--- config.mk ---
export PLATFORM = sky130hd
export DESIGN_NAME = line_clear_engine
export DESIGN_NICKNAME = d
export VERILOG_FILES = /design/src/rtl/lce_pkg.sv /design/src/rtl/line_clear_engine_row_full_detect.sv /design/src/rtl/line_clear_engine.sv
export SDC_FILE = /design/constraint.sdc
export NUM_CORES = 1
export LEC_CHECK = 0
export CORE_ASPECT_RATIO = 0.75
export CORE_MARGIN = 8
export CORE_UTILIZATION = 40
export CTS_BUF_LIST = sky130_fd_sc_hd__clkbuf_4
export DETAILED_ROUTE_END_ITERATION = 8
export PLACE_DENSITY_LB_ADDON = 0.1
export SETUP_SLACK_MARGIN = 0.3
export SLEW_MARGIN = 40
export SYNTH_ARGS = -nofsm -noshare
export SYNTH_HDL_FRONTEND = slang
export SYNTH_SLANG_ARGS = --single-unit
--- constraint.sdc ---
create_clock -name clk -period 6.05 [get_ports clk]
set_clock_uncertainty 0.05 [all_clocks]
set_input_delay 1.815 -clock clk [delete_from_list [all_inputs] [get_ports clk]]
set_output_delay 1.815 -clock clk [all_outputs]
set_load 0.02 [all_outputs]
--- src/rtl/lce_pkg.sv ---
// Shared types and helpers for the line-clear engine.
// Holds the FSM state encoding, the row base-index helper and the
// saturating score accumulator used when a job completes.
package lce_pkg;

   typedef enum logic [2:0] {
      IDLE,
      SCAN,
      FLASH,
      COLLAPSE,
      DONE
   } state_t;

   // Bit position of column 0 of a row in the flattened board vector.
   function automatic int row_base(input int row, input int width);
      return row * width;
   endfunction

   // score + n*n, where the product is truncated to score_w+1 bits and the
   // sum saturates at 2^score_w-1.
   function automatic longint unsigned score_add(input longint unsigned cur_score,
                                                 input longint unsigned n,
                                                 input int score_w);
      longint unsigned prod;
      longint unsigned sum;
      longint unsigned max_score;
      prod      = (n * n) & ((64'd1 << (score_w + 1)) - 64'd1);
      sum       = cur_score + prod;
      max_score = (64'd1 << score_w) - 64'd1;
      return (sum > max_score) ? max_score : sum;
   endfunction

endpackage

--- src/rtl/line_clear_engine_row_full_detect.sv ---
// Combinational full-row detector: a row is full when every cell is set.
module row_full_detect #(
   parameter int WIDTH = 10
) (
   input  logic [WIDTH-1:0] row,
   output logic             full
);

   // AND-reduce the row.
   assign full = &row;

endmodule

--- src/rtl/line_clear_engine.sv ---
// Playfield line-clear engine.
// Accepts a locked board snapshot, scans bottom-up for full rows, flashes
// them for FLASH_CYCLES cycles, collapses the board downward, then reports
// the new board, the number of rows cleared and a saturating score.
// Optional build macro LCE_BLINK_EN: flash_out blinks with half-period
// BLINK_PERIOD during the flash phase instead of holding solid.
//
// Handshakes: a transfer happens on a rising clk edge where valid and ready
// are both high; valid, once raised, holds its payload stable until that edge,
// and ready may be raised or lowered independently of valid.
module line_clear_engine
   import lce_pkg::*;
#(
   parameter int BOARD_W      = 10,
   parameter int BOARD_H      = 20,
   parameter int FLASH_CYCLES = 4,
   parameter int SCORE_W      = 7,
   parameter int BLINK_PERIOD = 2
) (
   input  logic                               clk,
   input  logic                               rst,
   input  logic                               in_valid,
   output logic                               in_ready,
   input  logic [BOARD_W*BOARD_H-1:0]         board_in,
   output logic                               out_valid,
   input  logic                               out_ready,
   output logic [BOARD_W*BOARD_H-1:0]         board_out,
   output logic [BOARD_W*BOARD_H-1:0]         flash_out,
   output logic [$clog2(BOARD_H+1)-1:0]       lines_cleared,
   output logic [SCORE_W-1:0]                 score,
   output logic                               busy
);

   localparam int N  = BOARD_W * BOARD_H;
   localparam int RW = $clog2(BOARD_H);
   localparam int NW = $clog2(BOARD_H + 1);
   localparam int CW = $clog2(2 * BOARD_H + 1);
   localparam int FW = $clog2(FLASH_CYCLES + 1);

   if (BOARD_W < 2 || BOARD_H < 2 || FLASH_CYCLES < 1 || BLINK_PERIOD < 1 || SCORE_W < 1) begin : g_bad_param
      $error("line_clear_engine: parameter out of range");
   end

   state_t          state;
   logic [N-1:0]    work;
   logic [BOARD_H-1:0] mask;
   logic [RW-1:0]   rd;
   logic [RW-1:0]   wr;
   logic [NW-1:0]   n_rows;
   logic [FW-1:0]   flash_cnt;
   logic [CW-1:0]   coll_cnt;
   logic            rd_done;

   logic [BOARD_W-1:0] rd_row;
   logic               row_full;
   logic [BOARD_H-1:0] scan_mask;
   logic [N-1:0]       scan_exp;
   logic [NW-1:0]      scan_n;
   logic [CW-1:0]      coll_last;

`ifdef LCE_BLINK_EN
   localparam int BW = $clog2(BLINK_PERIOD + 1);
   logic [BW-1:0] blink_cnt;
   logic [N-1:0]  mask_exp;
`endif

   // Select the row currently addressed by the read pointer.
   always_comb begin
      rd_row = work[row_base(int'(rd), BOARD_W) +: BOARD_W];
   end

   row_full_detect #(.WIDTH(BOARD_W)) u_row_full (
      .row  (rd_row),
      .full (row_full)
   );

   // Mask and count including the row being scanned this cycle, plus its
   // cell-level expansion used to load flash_out on entry to FLASH.
   always_comb begin
      scan_mask = mask | (BOARD_H'(row_full) << rd);
      scan_n    = n_rows + NW'(row_full);
      coll_last = CW'(BOARD_H - 1) + CW'(n_rows);
      scan_exp  = '0;
      for (int r = 0; r < BOARD_H; r++) begin
         scan_exp[r*BOARD_W +: BOARD_W] = {BOARD_W{scan_mask[r]}};
      end
   end

`ifdef LCE_BLINK_EN
   // Cell-level expansion of the final mask, re-shown on each blink-on phase.
   always_comb begin
      mask_exp = '0;
      for (int r = 0; r < BOARD_H; r++) begin
         mask_exp[r*BOARD_W +: BOARD_W] = {BOARD_W{mask[r]}};
      end
   end
`endif

   // Main FSM: state, work board, pointers and all registered outputs.
   always_ff @(posedge clk) begin
      if (rst) begin
         state         <= IDLE;
         in_ready      <= 1'b1;
         out_valid     <= 1'b0;
         busy          <= 1'b0;
         board_out     <= '0;
         flash_out     <= '0;
         lines_cleared <= '0;
         score         <= '0;
         work          <= '0;
         mask          <= '0;
         rd            <= '0;
         wr            <= '0;
         n_rows        <= '0;
         flash_cnt     <= '0;
         coll_cnt      <= '0;
         rd_done       <= 1'b0;
`ifdef LCE_BLINK_EN
         blink_cnt     <= '0;
`endif
      end else begin
         unique case (state)
            IDLE: begin
               if (in_valid) begin
                  work     <= board_in;
                  mask     <= '0;
                  n_rows   <= '0;
                  rd       <= RW'(BOARD_H - 1);
                  state    <= SCAN;
                  in_ready <= 1'b0;
                  busy     <= 1'b1;
               end
            end

            SCAN: begin
               mask   <= scan_mask;
               n_rows <= scan_n;
               if (rd == '0) begin
                  rd <= RW'(BOARD_H - 1);
                  wr <= RW'(BOARD_H - 1);
                  if (scan_n == '0) begin
                     state <= DONE;
                  end else begin
                     state     <= FLASH;
                     flash_out <= scan_exp;
                     flash_cnt <= '0;
`ifdef LCE_BLINK_EN
                     blink_cnt <= '0;
`endif
                  end
               end else begin
                  rd <= rd - RW'(1);
               end
            end

            FLASH: begin
               if (flash_cnt == FW'(FLASH_CYCLES - 1)) begin
                  state     <= COLLAPSE;
                  flash_out <= '0;
                  rd        <= RW'(BOARD_H - 1);
                  wr        <= RW'(BOARD_H - 1);
                  coll_cnt  <= '0;
                  rd_done   <= 1'b0;
               end else begin
                  flash_cnt <= flash_cnt + FW'(1);
`ifdef LCE_BLINK_EN
                  if (blink_cnt == BW'(BLINK_PERIOD - 1)) begin
                     blink_cnt <= '0;
                     flash_out <= (flash_out == '0) ? mask_exp : '0;
                  end else begin
                     blink_cnt <= blink_cnt + BW'(1);
                  end
`endif
               end
            end

            COLLAPSE: begin
               // Rows below wr are never written before they are read, so
               // the live detector on row rd sees the original contents.
               coll_cnt <= coll_cnt + CW'(1);
               if (coll_cnt == coll_last) begin
                  state <= DONE;
               end
               if (!rd_done) begin
                  if (!row_full) begin
                     work[row_base(int'(wr), BOARD_W) +: BOARD_W] <= rd_row;
                     wr <= wr - RW'(1);
                  end
                  if (rd == '0) begin
                     rd_done <= 1'b1;
                  end else begin
                     rd <= rd - RW'(1);
                  end
               end else begin
                  work[row_base(int'(wr), BOARD_W) +: BOARD_W] <= '0;
                  wr <= wr - RW'(1);
               end
            end

            DONE: begin
               if (!out_valid) begin
                  board_out     <= work;
                  lines_cleared <= n_rows;
                  score         <= SCORE_W'(score_add(64'(score), 64'(n_rows), SCORE_W));
                  out_valid     <= 1'b1;
               end else if (out_ready) begin
                  out_valid <= 1'b0;
                  state     <= IDLE;
                  in_ready  <= 1'b1;
                  busy      <= 1'b0;
               end
            end

            default: begin
               state <= IDLE;
            end
         endcase
      end
   end

endmodule

==> out/qor.txt <==
outcome: complete, no violations
vias in the first global route: 29,800
Final Hold Violating Endpoints: 0
PortBufs: 618
drt via density: 6.41
via count: 32,500
clock-pin slew on the worst setup and hold paths: 0.07 ns
Hold Startpoint: board_out[175]$_SDFFE_PP0P_
#FFs+latches synth: 483
Max-Cap Viols: 0
setup TNS: 0 ns
total core area: 68,200 sq um
Crit path top cell by count: ha_1
commonest non-fill, non-tap cell in the layout: nand2_1
Mapped Cells: 3,607
critical path's slowest cell: fa_1
Final Critical Period: 5.19 ns
area grow syn2layout: 30.2%
Placed Instance Area: 34,100 sq um
first-pass GRT wire length: 226 mm
Setup crit start: wr[2]$_SDFFE_PP0P_
area share of fa/ha/maj cells after synthesis: 1.63%
final setup fails: 0
syn nets: 3,845
cts-stage hold buffer count: 0
Ports: 619
Max clock buf depth: 3
routed wl met2: 62.2 mm
worst reg2reg startpoint: wr[2]$_SDFFE_PP0P_
maximum number of pins on one net before global-route repair: 117
GPL Wtd Cong: 1.11
Worst Setup Slack, final: 0.864 ns
top cell type's share of synthesized area: 35.2%
height of the die: 243 microns
clock root buffer: clkbuf_4
Hold Path Class: reg2reg
R2R depth: 14
top_reg_cell synth: dfxtp_1
CP Launch Type: register
Max Slew Vio Count: 0
crit path max fanout: 16
met3 WL: 25.6 mm
layout cells sized above 1: 12.0%
Async SR Flop Fraction: 0%
Post-synth EDFFs: 0
WHS Endpoint: board_out[175]$_SDFFE_PP0P_
largest cells by area after synthesis: dfxtp_1, nand2_1, a21oi_1
Slew @ Worst Pin: 1.02 ns
GRT Util Overall: 39.9%
Synth cell types: 92
drt total wl: 164 mm
Ys Warns: 0
clk_lat worst skew: 1.06 ns
pre-CTS WS: 1.11 ns
Top Layer Used: met5
hold depth: 2
Post-Syn Area: 27,500 sq um
Arrival @ worst endpoint: 6.02 ns
syn avg cell area: 7.62 sq um
CTS tree: built
max_slew headroom: 32.2%
initial antenna violation count: 13
simple-gate share of the synthesized area: 20.1%
Power Density: 632 nW/um^2
Worst Path Required: 6.88 ns
number of remaining DRC errors: 0
main combinational cell family by area after synthesis: compound AO/OA/AOI/OAI gates
Synth area leader: dfxtp_1
Period Utilization, post-route: 85.7%
Lkg Pwr: 12.1 nW
mux contribution to synthesized area: 4.26%
DRT Pass-1 Iters: 7
worst-path cell chain: ha_1 > ha_1 > inv_1 > fa_1 > nand3_1 > nor2b_1 > ha_1 > inv_1 > nor3_1 > mux2i_1 > nor2_1 > nand2_1 > o32ai_1 > a211oi_1
CTS Sinks: 483
post-CTS setup buffers: 0
RSZ-0062 raised after global routing: false
flop2flop setup slack: 0.86 ns
cell family with most CP delay: simple AND/OR/NAND/NOR gates
Crit. End Element: register
H-tree levels: 4
Post-DRT Antenna Nets: 0
Layout Nets: 4,327
CTS Buf Count: 132
CP Buf/Inv Count: 2
hpwl dp: 125 mm
met1 WL: 66.7 mm
most frequent cells in the layout: nand2_1, clkdlybuf4s50_1, dfxtp_1
Core Util, Final: 52.4%
CTS resizes: 0
Initial Util: 40.3%
Compound-Gate Fraction of Synth Area: 27.9%
Avg WL per Cell: 32.3 microns
sequential fraction of the synthesis area: 35.2%
Rows: 83
Chip Width: 319 microns
area share of xor/xnor cells in the synthesized design: 0.979%
GR Overflow Total: 0
fillers: 6,695
Setup CP Type: reg2reg
Initial DRC Count: 5,555
Reg-to-Reg End: work[188]$_SDFFE_PP0P_
worst vdd ir: 0.676 mV
Fmax: 193 MHz
die area: 77,400 sq um
fin area: 35,800 sq um
max incr delay on CP: 0.97 ns
[through the flow]
stage | instances | power [mW] | hold slack, ns
final | 5068 | 22.6 | 0.402
after global routing | 5060 | 22.7 | 0.407
after CTS | 5057 | 21.4 | 0.375
after detailed placement | 4845 | 18.3 | 0.393
after global placement | 4837 | 18.2 | 0.388
after floorplan | 3607 | 11.1 | 0.375
[report_power, final]
part / total, mW / internal (mW) / switching, mW
Sequential: 5.06 / 3.92 / 1.14
Clock: 3.06 / 1.58 / 1.48
Combinational: 14.5 / 3.77 / 10.7
Total: 22.6 / 9.27 / 13.3
[kinds of logic (layout without fill, tap and decap cells)]
logic type               after synthesis  count (layout)
AO/OA/AOI/OAI                       1221            1221
flip-flops                           483             483
multiplexers                         102             102
other                                  0               9
buffers and inverters                484            1044
adder cells (fa/ha/maj)               34              34
AND/OR/NAND/NOR                     1254            1254
XOR/XNOR                              29              29
[layer usage]
metal  GRT usage (%)  up-vias
met5            2.09        -
met4            18.3       10
met3            19.7      502
met2            52.5     2588
met1            53.3    15400
li1                -    14000
[worst max path at each step]
stage          cells after the start                     end  slack, ns
2_1_floorplan                     16   score[0]$_SDFFE_PP0P_       1.85
6_report                          14  work[188]$_SDFFE_PP0P_       0.86
3_5_place_dp                      14  work[165]$_SDFFE_PP0P_       1.11
4_1_cts                           14  work[167]$_SDFFE_PP0P_       1.06
3_3_place_gp                      12  work[193]$_SDFFE_PP0P_       1.21
5_1_grt                           14  work[180]$_SDFFE_PP0P_       0.58
[flip-flops by register name, summed over array words and instances, names as in the netlist]
name / flops
rd_done: 1
n_rows: 5
rd: 5
out_valid: 1
flash_cnt: 3
mask: 20
flash_out: 20
in_ready: 1
board_out: 200
coll_cnt: 6
work: 200
score: 7
wr: 5
lines_cleared: 5
state: 3
busy: 1
[tightest hold or removal path, delay by kind of cell (launching register included)]
kind,cells,cell delay (ns)
compound gates,1,0.05
flops,1,0.31
simple gates,1,0.05
[cells in the mapped netlist, types with 8 or more instances]
master	n
or3_1	9
a22oi_1	90
nand2b_1	16
nand4_1	20
o211ai_1	18
nor2b_1	13
xor2_1	12
clkbuf_1	186
or2_2	16
and2_1	30
mux4_2	12
o31ai_1	8
mux2i_1	90
nor4_1	23
nand2_1	670
a22o_1	15
o21ai_1	8
xnor2_1	15
buf_6	11
inv_1	28
a211oi_1	171
dfxtp_1	483
o32ai_1	36
buf_4	191
a31oi_1	24
o21ai_0	146
o22ai_1	114
a311oi_1	15
ha_1	31
a21oi_1	479
nor3_1	66
nor2_1	198
and3_1	10
buf_2	54
nand3_1	144
[final cells by class]
class	instances	area [sq um]	area share [%]
flip-flops and latches	483	9670	27.1
well taps	892	1120	3.12
clock inverters	18	155	0.434
multi-input cells	2640	15400	43.1
inverters	30	113	0.315
diodes	9	22.5	0.0630
clock buffers	194	1460	4.07
repair buffers	802	7820	21.9
(Power assumes the default switching activity.)
